`config.mk`:
```
export PLATFORM = sky130hd
export DESIGN_NAME = game_flow_ctrl
export DESIGN_NICKNAME = d
export VERILOG_FILES = /design/src/rtl/game_flow_ctrl.sv
export SDC_FILE = /design/constraint.sdc
export NUM_CORES = 1
export LEC_CHECK = 0
export ABC_AREA = 1
export CELL_PAD_IN_SITES_DETAIL_PLACEMENT = 0
export CELL_PAD_IN_SITES_GLOBAL_PLACEMENT = 1
export CORE_MARGIN = 3
export CORE_UTILIZATION = 35
export DETAILED_ROUTE_END_ITERATION = 8
export PLACE_DENSITY = 0.84
export SETUP_SLACK_MARGIN = 0.05
export SLEW_MARGIN = 20
export SYNTH_ARGS = -nofsm -noshare
export SYNTH_HDL_FRONTEND = slang
export SYNTH_SLANG_ARGS = --single-unit
export TNS_END_PERCENT = 20
```
`constraint.sdc`:
```
create_clock -name toggle -period 2.3 [get_ports toggle]
set_input_delay 0.46 -clock toggle [delete_from_list [all_inputs] [get_ports toggle]]
set_output_delay 0.46 -clock toggle [all_outputs]
set_load 0.01 [all_outputs]
```
`src/rtl/game_flow_ctrl.sv`:
```
// game_flow_ctrl: sequences game, play and timeout/break clocks across four quarters (optional two-minute auto-stop: TWO_MIN_WARNING_EN)
module game_flow_ctrl #(
    parameter int QTR_SECS     = 600,
    parameter int PLAY_SECS    = 15,
    parameter int TIMEOUT_SECS = 30,
    parameter int BREAK_SECS   = 120,
    parameter int HALF_SECS    = 300,
    parameter int TO_PER_HALF  = 3
) (
    input  logic       toggle,
    input  logic       reset,
    input  logic       sec_tick,
    input  logic       start_stop,
    input  logic       snap,
    input  logic       possession,
    input  logic       to_req_home,
    input  logic       to_req_away,
    output logic [9:0] game_secs,
    output logic [5:0] play_secs,
    output logic [8:0] aux_secs,
    output logic [2:0] quarter,
    output logic [2:0] state,
    output logic [1:0] to_left_home,
    output logic [1:0] to_left_away,
    output logic       delay_flag,
    output logic       two_min_warn
);
    typedef enum logic [2:0] {
        IDLE     = 3'd0,
        RUNNING  = 3'd1,
        STOPPED  = 3'd2,
        TIMEOUT  = 3'd3,
        BREAK    = 3'd4,
        HALFTIME = 3'd5,
        FINAL    = 3'd6
    } state_t;

    localparam logic [9:0] QTR  = 10'(QTR_SECS);
    localparam logic [5:0] PLAY = 6'(PLAY_SECS);
    localparam logic [8:0] TOUT = 9'(TIMEOUT_SECS);
    localparam logic [8:0] BRK  = 9'(BREAK_SECS);
    localparam logic [8:0] HALF = 9'(HALF_SECS);
    localparam logic [1:0] TOPH = 2'(TO_PER_HALF);

    state_t     cur, nxt;
    logic [9:0] game_n;
    logic [5:0] play_n;
    logic [8:0] aux_n;
    logic [2:0] qtr_n;
    logic [1:0] home_n, away_n;
    logic       dly_n, poss_q, reload, home_ok, away_ok, last_tick, warn_hit;

    assign state = cur;
    assign reload = (snap || possession != poss_q) && (cur == RUNNING || cur == STOPPED || cur == TIMEOUT);
    assign home_ok = to_req_home && to_left_home != 2'd0;
    assign away_ok = to_req_away && to_left_away != 2'd0;
    assign last_tick = sec_tick && game_secs == 10'd1;

`ifdef TWO_MIN_WARNING_EN
    logic fired, fired_n, warn_n;
    assign warn_hit = sec_tick && game_secs == 10'd121 && (quarter == 3'd2 || quarter == 3'd4) && !fired;

    // Two-minute warning pulse and its once-per-quarter arm bit
    always_ff @(posedge toggle or posedge reset) begin
        if (reset) begin
            fired        <= 1'b0;
            two_min_warn <= 1'b0;
        end else begin
            fired        <= fired_n;
            two_min_warn <= warn_n;
        end
    end
`else
    assign warn_hit = 1'b0;
    assign two_min_warn = 1'b0;
`endif

    // Register state, clocks, counters and the previous possession level
    always_ff @(posedge toggle or posedge reset) begin
        if (reset) begin
            cur          <= IDLE;
            game_secs    <= QTR;
            play_secs    <= PLAY;
            aux_secs     <= 9'd0;
            quarter      <= 3'd0;
            to_left_home <= TOPH;
            to_left_away <= TOPH;
            delay_flag   <= 1'b0;
            poss_q       <= 1'b0;
        end else begin
            cur          <= nxt;
            game_secs    <= game_n;
            play_secs    <= play_n;
            aux_secs     <= aux_n;
            quarter      <= qtr_n;
            to_left_home <= home_n;
            to_left_away <= away_n;
            delay_flag   <= dly_n;
            poss_q       <= possession;
        end
    end

    // Next state and next datapath values; quarter end beats warning beats timeouts beats start/stop
    always_comb begin
        nxt    = cur;
        game_n = game_secs;
        play_n = play_secs;
        aux_n  = aux_secs;
        qtr_n  = quarter;
        home_n = to_left_home;
        away_n = to_left_away;
        dly_n  = delay_flag;
`ifdef TWO_MIN_WARNING_EN
        fired_n = fired;
        warn_n  = 1'b0;
`endif
        case (cur)
            IDLE: begin
                if (start_stop) begin
                    nxt   = RUNNING;
                    qtr_n = 3'd1;
                end
            end
            RUNNING, STOPPED: begin
                if (cur == RUNNING && sec_tick) begin
                    game_n = (game_secs == 10'd0) ? 10'd0 : game_secs - 10'd1;
                    play_n = (play_secs == 6'd0) ? 6'd0 : play_secs - 6'd1;
                    dly_n  = delay_flag || play_n == 6'd0;
                end
                if (cur == RUNNING && last_tick) begin
                    nxt   = (quarter == 3'd4) ? FINAL : (quarter == 3'd2) ? HALFTIME : BREAK;
                    aux_n = (quarter == 3'd4) ? 9'd0 : (quarter == 3'd2) ? HALF : BRK;
                    if (quarter == 3'd2) begin
                        home_n = TOPH;
                        away_n = TOPH;
                    end
                end else if (cur == RUNNING && warn_hit) begin
                    nxt = STOPPED;
`ifdef TWO_MIN_WARNING_EN
                    warn_n  = 1'b1;
                    fired_n = 1'b1;
`endif
                end else if (home_ok) begin
                    nxt    = TIMEOUT;
                    aux_n  = TOUT;
                    home_n = to_left_home - 2'd1;
                end else if (away_ok) begin
                    nxt    = TIMEOUT;
                    aux_n  = TOUT;
                    away_n = to_left_away - 2'd1;
                end else if (start_stop) begin
                    nxt = (cur == RUNNING) ? STOPPED : RUNNING;
                end
            end
            TIMEOUT, BREAK, HALFTIME: begin
                if (aux_secs == 9'd0) begin
                    nxt = STOPPED;
                    if (cur != TIMEOUT) begin
                        qtr_n  = quarter + 3'd1;
                        game_n = QTR;
                        play_n = PLAY;
                        dly_n  = 1'b0;
`ifdef TWO_MIN_WARNING_EN
                        fired_n = 1'b0;
`endif
                    end
                end else if (sec_tick) begin
                    aux_n = aux_secs - 9'd1;
                end
            end
            FINAL: nxt = FINAL;
            default: nxt = IDLE;
        endcase
        if (reload) begin
            play_n = PLAY;
            dly_n  = 1'b0;
        end
    end
endmodule

```
# Word level (Yosys, flattened, before mapping)
# Cells that the tools add are included.
# Widths: inputs -> output; s select.
[totals]
reg_bits = 37
inputBits = 8
out_inout_bits = 37
[classes]
add_sub_neg = 6
n_eq_ne = 24
n_mux = 43
n_reduce_logical = 31
[ops]
columns = ["operator", "count"]
rows = [
  ["$mux 9", 7],
  ["$mux 10", 4],
  ["$mux 6", 5],
  ["$mux 3", 8],
  ["$pmux 10 s2", 1],
  ["$reduce_and 4->1", 5],
  ["$pmux 9 s2", 1],
  ["$mux 2", 8],
  ["$eq 3x3->1 const B", 4],
  ["$logic_not 6->1", 2],
  ["$ne 2x2->1 const B", 6],
  ["$pmux 3 s4", 1],
  ["$pmux 6 s2", 1],
  ["$reduce_bool 2->1", 6],
  ["$eq 10x1->1 const B", 1],
  ["$logic_not 10->1", 1],
  ["$sub 10x1->10 const B", 1],
  ["$eq 3x2->1 const B", 3],
  ["$logic_not 9->1", 1],
  ["$ne 3x3->1 const B", 3],
  ["$sub 9x1->9 const B", 1],
  ["$logic_and 1x1->1", 6],
  ["$pmux 3 s2", 1],
  ["$reduce_and 3->1", 2],
  ["16 further kinds", 25],
]

# Logic depth before layout (Yosys ltp)
# Gate-level depths: netlist of run 1.
[logic_depth]
ltp_word = 7
depth_mapped = 13
depth_no_buf = 13

# Least setup slack after synthesis of run 1
# Ideal clock, no wire load.
[synth_timing]
path_type = "reg2reg"
from = "register to_left_home[0]"
to = "register aux_secs[1]"
setup_ns = 0.118
t_arrival_ns = 1.577
required_time_ns = 2.182
setup_slack_ns = 0.606
path_stages_with_launch = 13
path_buffers = 1
period_less_slack_ns = 1.694
cell_sequence = "dfstp_2 -> inv_1 -> ha_1 -> inv_1 -> nand2_1 -> nand2_1 -> or2_1 -> nand2_2 -> nor2_4 -> nand2_4 -> buf_6 -> nand2_1 -> o21ai_2"
[synth_via]
elab_chain_cells = 5
word_cells_on_any_way = 7
[synth_lines]
columns = ["element", "line", "text"]
rows = [
  ["start, declared", "23", "output logic [1:0] to_left_home,"],
  ["start signal, assigned", "96", "to_left_home <= home_n;"],
  ["$reduce_bool 2->1 (*)", "55", "assign home_ok = to_req_home && to_left_home != 2'd0;"],
  ["$logic_and 1x1->1 (*)", "55", ""],
  ["$mux 9", "143", "end else if (home_ok) begin"],
  ["$mux 9", "130", "if (cur == RUNNING && last_tick) begin"],
  ["$pmux 9 s2", "117", "case (cur)"],
  ["end signal, assigned", "94", "aux_secs <= aux_n;"],
  ["end, declared", "20", "output logic [8:0] aux_secs,"],
]
# Every way passes the cells marked *; elsewhere a longest branch is shown, timed or not.
# A chain may end at the register's enable or synchronous reset.

# Final worst setup path of run 1
[layout_timing]
from = "register play_secs[3]"
to = "output port play_secs[3]"
[layout_rtl]
columns = ["element", "line", "text"]
rows = [
  ["start, declared", "19", "output logic [5:0] play_secs,"],
  ["start signal, assigned", "93", "play_secs <= play_n;"],
]
# No word-level cell between the ends.

==> reports/results.ini, run 1 <==
[critical_path]
rr_endpoint = to_left_home[1]$_DFFE_PP1P_
r2r_setup_slack_ns = 0.47
cp_slowest_cell = dfstp_2
cp_top_family = flip-flops
cp_num_buf_inv = 1
slowest_delay_ns = 0.59
setup.worst_path.start = play_secs[3]$_DFFE_PP1P_
r2r_cells = 8
required_ns = 1.84
crit_chain = clkdlybuf4s50_1
crit_path_end_kind = primary output
start_kind = flop
critPathMaxFanout = 7
critical_path_class = reg -> out
cp.arrival_ns = 1.43
r2r_start = game_secs[1]$_DFFE_PP0P_

[routing]
vias_per_cell = 4.70
antenna_left = 0
routed-via-count = 2404
drt_wl_total_um = 6190
drtIter0Drc = 118
wl_per_cell_um = 12.1
drtPass1Iterations = 4
drc = 0

[min_path]
hold_start = to_left_away[0]$_DFFE_PP1P_
hold_depth = 2
hold_class = reg -> reg
holdPathEnd = to_left_away[0]$_DFFE_PP1P_

[timing]
rsz0062_at_grt = false
drv_slew = 0
tns_ns = 0
fmax_ghz = 0.528
whs_ns = 0.492
finalClockSkew_ns = 0.00766
finalCriticalPeriod_ns = 1.89
finalSetupViolations = 0
fin_crit_sh_pct = 82.4
hold_violations = 0

[global_routing]
grt_pass1_wl_um = 10800
globalRouteOverflowTotal = 0
antenna_found_initial = 0
grt_use_total_pct = 15.6
grt_max_degree = 38
grt_pass1_vias = 2421

[logic_synthesis]
synth_edf_count = 0
synth_warnings = 0
syn_inst = 368
syn-num-nets = 387
avgSynthCellArea_um2 = 7.00
yosysUniqueCellTypes = 34
syn-cell-area_mm2 = 0.00258
ys.flop_type = dfrtp_1
async_reset_ff_share_pct = 100
yosysSeqAreaShare_pct = 36.5
ys_seq_elements = 37

[floorplan]
core_area_mm2 = 0.00698
io_pins = 45
die_area_mm2 = 0.00843
die_w_um = 91.8
die_h_um = 91.8
rows = 30
start_util_pct = 36.9

[cells_and_area]
stdcell_area_mm2 = 0.00323
drive_above_1_share_pct = 12.7
seq_area_um2 = 941
layout.nets = 434
multi_input_area_mm2 = 0.00137
area_delta_synth_final_pct = 25.1
fill_cells = 728
diodes = 0

[cts]
cts_sinks = 37
post_cts_resized = 0
clkTransAtPathRegs_ns = 0.08
cts_buffers = 5
cts_root_buf = clkbuf_8
clkLatencyLatePin_ns = 0.29
htreeDepth = 2
cts.path.max_buffers = 2
cts_tree = yes
post-cts-setup-buffers = 0
cts_hold_buf = 0

[status]
outcome = complete, no violations

[placement]
placed_area_mm2 = 0.00311
dp_hpwl_um = 4550
gp_congestion = 0.895
portBuffers = 43

[pwr]
peakVddDrop_mv = 0.523
power_density_mw_per_mm2 = 1060
p_leak_uw = 0.00160

[run]
cap_violations = 0

## Yosys cell counts (2+ instances only)
cell       n  area [um2]
nand2_2    6        37.5
inv_2      4        15.0
buf_6      2        22.5
nor2_2     4        25.0
nand2_4    2        22.5
ha_1      11         138
o21ai_2    7        61.3
buf_2      3        15.0
nor2_4     2        22.5
inv_1     56         210
nor2_1    34         128
nand2_1  107         402
a31oi_1    2        12.5
a21oi_1    9        45.0
dfstp_2   12         315
o21ai_0   22         110
o21ai_1    5        25.0
nand3_2    3        30.0
nand4_1    8        50.1
xor2_1     4        35.0
nand3_1   28         140
dfrtp_1   25         626
## metrics by stage
| step | util, % | worst slack, ns | total power, uW | std cells |
|---|---|---|---|---|
| 2_1_floorplan | - | 0.606 | 2260 | 368 |
| 3_3_place_gp | 44.5 | 0.315 | 2810 | 504 |
| 3_5_place_dp | 44.5 | 0.168 | 2820 | 504 |
| 4_1_cts | 46.2 | 0.379 | 3460 | 512 |
| 5_1_grt | 46.2 | 0.219 | 3760 | 512 |
| 6_report | 46.2 | 0.405 | 3420 | 512 |
## cells by family (layout without fill, tap and decap cells)
kind of cell,count (synthesis),after routing,share of synthesized area (%)
xor+xnor,5,5,1.70
buf+inv,66,114,10.5
other cells,1,1,0.145
simple gates,197,197,34.0
fa+ha+maj,11,11,5.34
flops,37,37,36.5
compound gates,51,51,11.8
## routing by layer
metal | routed length, um | track usage (%) | vias to the layer above | part of all wire (%)
met3 | 192 | 2.38 | 7 | 3.1
li1 | - | - | 1253 | -
met1 | 3020 | 20.4 | 1105 | 49
met2 | 2920 | 25.8 | 39 | 47
met4 | 67 | 5.82 | 0 | 1.1
met5 | 0 | 0 | - | 0
## layout make-up
type / count / share of cell area [%]
Clock buffer: 6 / 2.56
Clock inverter: 2 / 1.16
Sequential cell: 37 / 29.2
Multi-Input combinational cell: 265 / 42.4
Tap cell: 96 / 3.72
Timing Repair Buffer: 46 / 14.0
Inverter: 60 / 6.98
## how the worst max path moves through the flow
stage / endpoint / slack [ns] / cells after the start
after floorplan: aux_secs[1]$_DFFE_PP0P_ / 0.61 / 12
after global placement: to_left_home[1]$_DFFE_PP1P_ / 0.32 / 7
after detailed placement: to_left_home[1]$_DFFE_PP1P_ / 0.17 / 7
after CTS: play_secs[3] / 0.38 / 1
after global routing: to_left_home[1]$_DFFE_PP1P_ / 0.22 / 8
final: play_secs[3] / 0.41 / 1
## cell usage in the layout, fill, tap and decap left out, drive strengths merged
cell type / instances
o211ai: 1
o2bb2ai: 1
dfstp: 12
o22ai: 1
clkinvlp: 1
nor3b: 1
or2: 2
o21ai: 34
bufinv: 1
dfrtp: 25
o21bai: 1
nand2: 115
ha: 11
nor2: 40
nand4: 8
inv: 60
clkbuf: 6
a31oi: 2
buf: 3
xnor2: 1
clkdlybuf4s50: 43
nand3: 31
a22oi: 2
a21oi: 9
conb: 1
xor2: 4
## registers in the layout, indices dropped and copies added (netlist names)
register      flops
game_secs        10
aux_secs          9
play_secs         6
quarter           3
state             3
to_left_away      2
to_left_home      2
delay_flag        1
poss_q            1
## worst min-delay path: cells and delay by family (launching register included)
family          cells  cell delay, ns
compound gates      1            0.05
flops               1            0.39
simple gates        1            0.06
## report_power, final
part / internal (uW) / switching, uW
Clock: 353 / 257
Combinational: 722 / 1040
Sequential: 841 / 199
Total: 1920 / 1500
(Power assumes the default switching activity.)
==> run 2: changes to the inputs <==
CORE_UTILIZATION = 34   (was 35)
PLACE_DENSITY = 0.85   (was 0.84)
clock period = 1.7 ns   (was 2.3 ns; I/O delays follow)
==> reports/results.ini, run 2 (synthesis gave the netlist of run 1 again) <==
[cells_and_area]
fill_cells = 775
layout_common_cells = 95 x nand2_1, 48 x inv_1, 37 x buf_4
diodes = 0
reg_top3 = game_secs x10, aux_secs x9, play_secs x6
seq_area_um2 = 945
drive_above_1_share_pct = 27.2
multi_input_area_mm2 = 0.00151
finalNonFillerCells = 552
regMostFlops = game_secs
layout.nets = 471
area_delta_synth_final_pct = 41.0
largest_reg_flops = 10
final_common_cell = nand2_1

[timing]
fin_crit_sh_pct = 101
hold_violations = 0
drv_slew = 0
whs_ns = 0.319
rsz0062_at_grt = true
finalCriticalPeriod_ns = 1.72
fmax_ghz = 0.583
finalClockSkew_ns = 0.00827
worst_slack_ns = -0.0162
finalSetupViolations = 2

[cts]
cts_hold_buf = 0
cts_sinks = 37
clkLatencyLatePin_ns = 0.30
cts.path.max_buffers = 2
clkTransAtPathRegs_ns = 0.08
cts_root_buf = clkbuf_8
htreeDepth = 2
cts_buffers = 5
cts_tree = yes

[pwr]
switching_power_uw = 2240
p_leak_uw = 0.00196
power_density_mw_per_mm2 = 1320
peakVddDrop_mv = 0.818
p_clk_share_pct = 13.1
swShare_pct = 46.5
internal-power_uw = 2580
power_frac_comb_pct = 58.5
p_seq_share_pct = 28.4

[routing]
antenna_left = 0
drtPass1Iterations = 4
vias_per_cell = 4.76
drc = 0
routed-via-count = 2625
drtIter0Drc = 57
drt_wl_total_um = 6750
wl_per_cell_um = 12.2

[floorplan]
die_h_um = 93.1
rows = 31
die_w_um = 93.1
start_util_pct = 35.3
io_pins = 45
core_area_mm2 = 0.00729
die_area_mm2 = 0.00866

[placement]
portBuffers = 43
dp_hpwl_um = 4910
dp.cells = 539
gp_congestion = 0.824
dp_slack_ns = -0.267

[critical_path]
cp_num_buf_inv = 2
critPathMaxFanout = 7
r2r_start = to_left_away[1]$_DFFE_PP1P_
cp_slowest_cell = dfstp_2
crit_chain = inv_2 > ha_4 > inv_2 > nand2_2 > nand2_4 > or2_4 > nand2_4 > nor2_4 > nand2_4 > nand2_2 > o21ai_2
start_kind = flop
critical_path_class = reg -> reg
crit_path_end_kind = flop
cp_top_family = simple AND/OR/NAND/NOR gates
setup.worst_path.start = to_left_away[1]$_DFFE_PP1P_
crit_top_cell = nand2_4
required_ns = 1.89
cp.arrival_ns = 1.91
slowest_delay_ns = 0.54

[status]
violations = setup timing
outcome = complete, but fails checks

[global_routing]
globalRouteOverflowTotal = 0
grt_max_degree = 24
grt_use_total_pct = 15.9
grt_pass1_vias = 2500
antenna_found_initial = 0
grt_pass1_wl_um = 11300

[min_path]
hold_class = in -> async

[run]
cap_violations = 0

run 2: cell types whose count changed in the layout (fill, tap and decap cells not counted), moves of 5 or more:
cell | before | now
buf_4 | 3 | 37
clkdlybuf4s50_1 | 43 | 14
dlygate4sd2_1 | 0 | 19
dlymetal6s2s_1 | 0 | 10
ha_1 | 11 | 6
inv_1 | 56 | 48
inv_2 | 4 | 11
nand2_1 | 107 | 95
nand2_2 | 6 | 14
run 2: cell type report:
type | instances | share of cell area (%)
Timing Repair Buffer | 82 | 20.4
Tap cell | 99 | 3.41
Inverter | 60 | 6.27
Multi-Input combinational cell | 266 | 41.6
Clock buffer | 5 | 1.89
Sequential cell | 37 | 26.0
Clock inverter | 3 | 0.482
run 2: final timing paths:
kind	slack [ns]	cells after the start	to
max	-0.02	11	aux_secs[1]$_DFFE_PP0P_
min	0.32	2	aux_secs[5]$_DFFE_PP0P_
max reg2reg	-0.02	11	aux_secs[1]$_DFFE_PP0P_
min reg2reg	0.51	2	delay_flag$_DFFE_PP0P_
max in group asynchronous	0.84	3	to_left_away[0]$_DFFE_PP1P_
min in group toggle	0.50	1	poss_q$_DFF_PP0_
run 2: metrics by stage:
stage	area, um2	util (%)	power, uW	setup TNS (ns)
6_report	3630	49.8	4810	-0.0242
5_1_grt	3630	49.8	5250	-1.17
4_1_cts	3450	47.3	4640	0
3_5_place_dp	3370	46.2	4050	-2.59
3_3_place_gp	3370	46.2	4010	-1.89
2_1_floorplan	2590	-	3080	0
run 2: per-layer routing:
| metal | global-route usage (%) | part of all wire, % |
|---|---|---|
| met2 | 27.4 | 49 |
| met3 | 3.54 | 3.5 |
| met1 | 20.6 | 46 |
| met5 | 0 | 0 |
| met4 | 3.30 | 0.70 |
run 2: power groups by stage:
stage	Sequential [uW]	Clock [uW]	Combinational [uW]
detailed placement	1380	0	2670
global route	1410	684	3160
floorplan	1470	0	1600
CTS	1370	644	2630
global placement	1370	0	2640
finish	1370	630	2820
run 2: repair_timing:
action / in CTS / in global routing
setup buffers: 0 / 4
endpoints found under the setup margin: 40 / 49
gates resized for setup: 27 / 42
gates cloned: 0 / 1
hold endpoints to repair: 0 / 0
pin swaps: 1 / 13
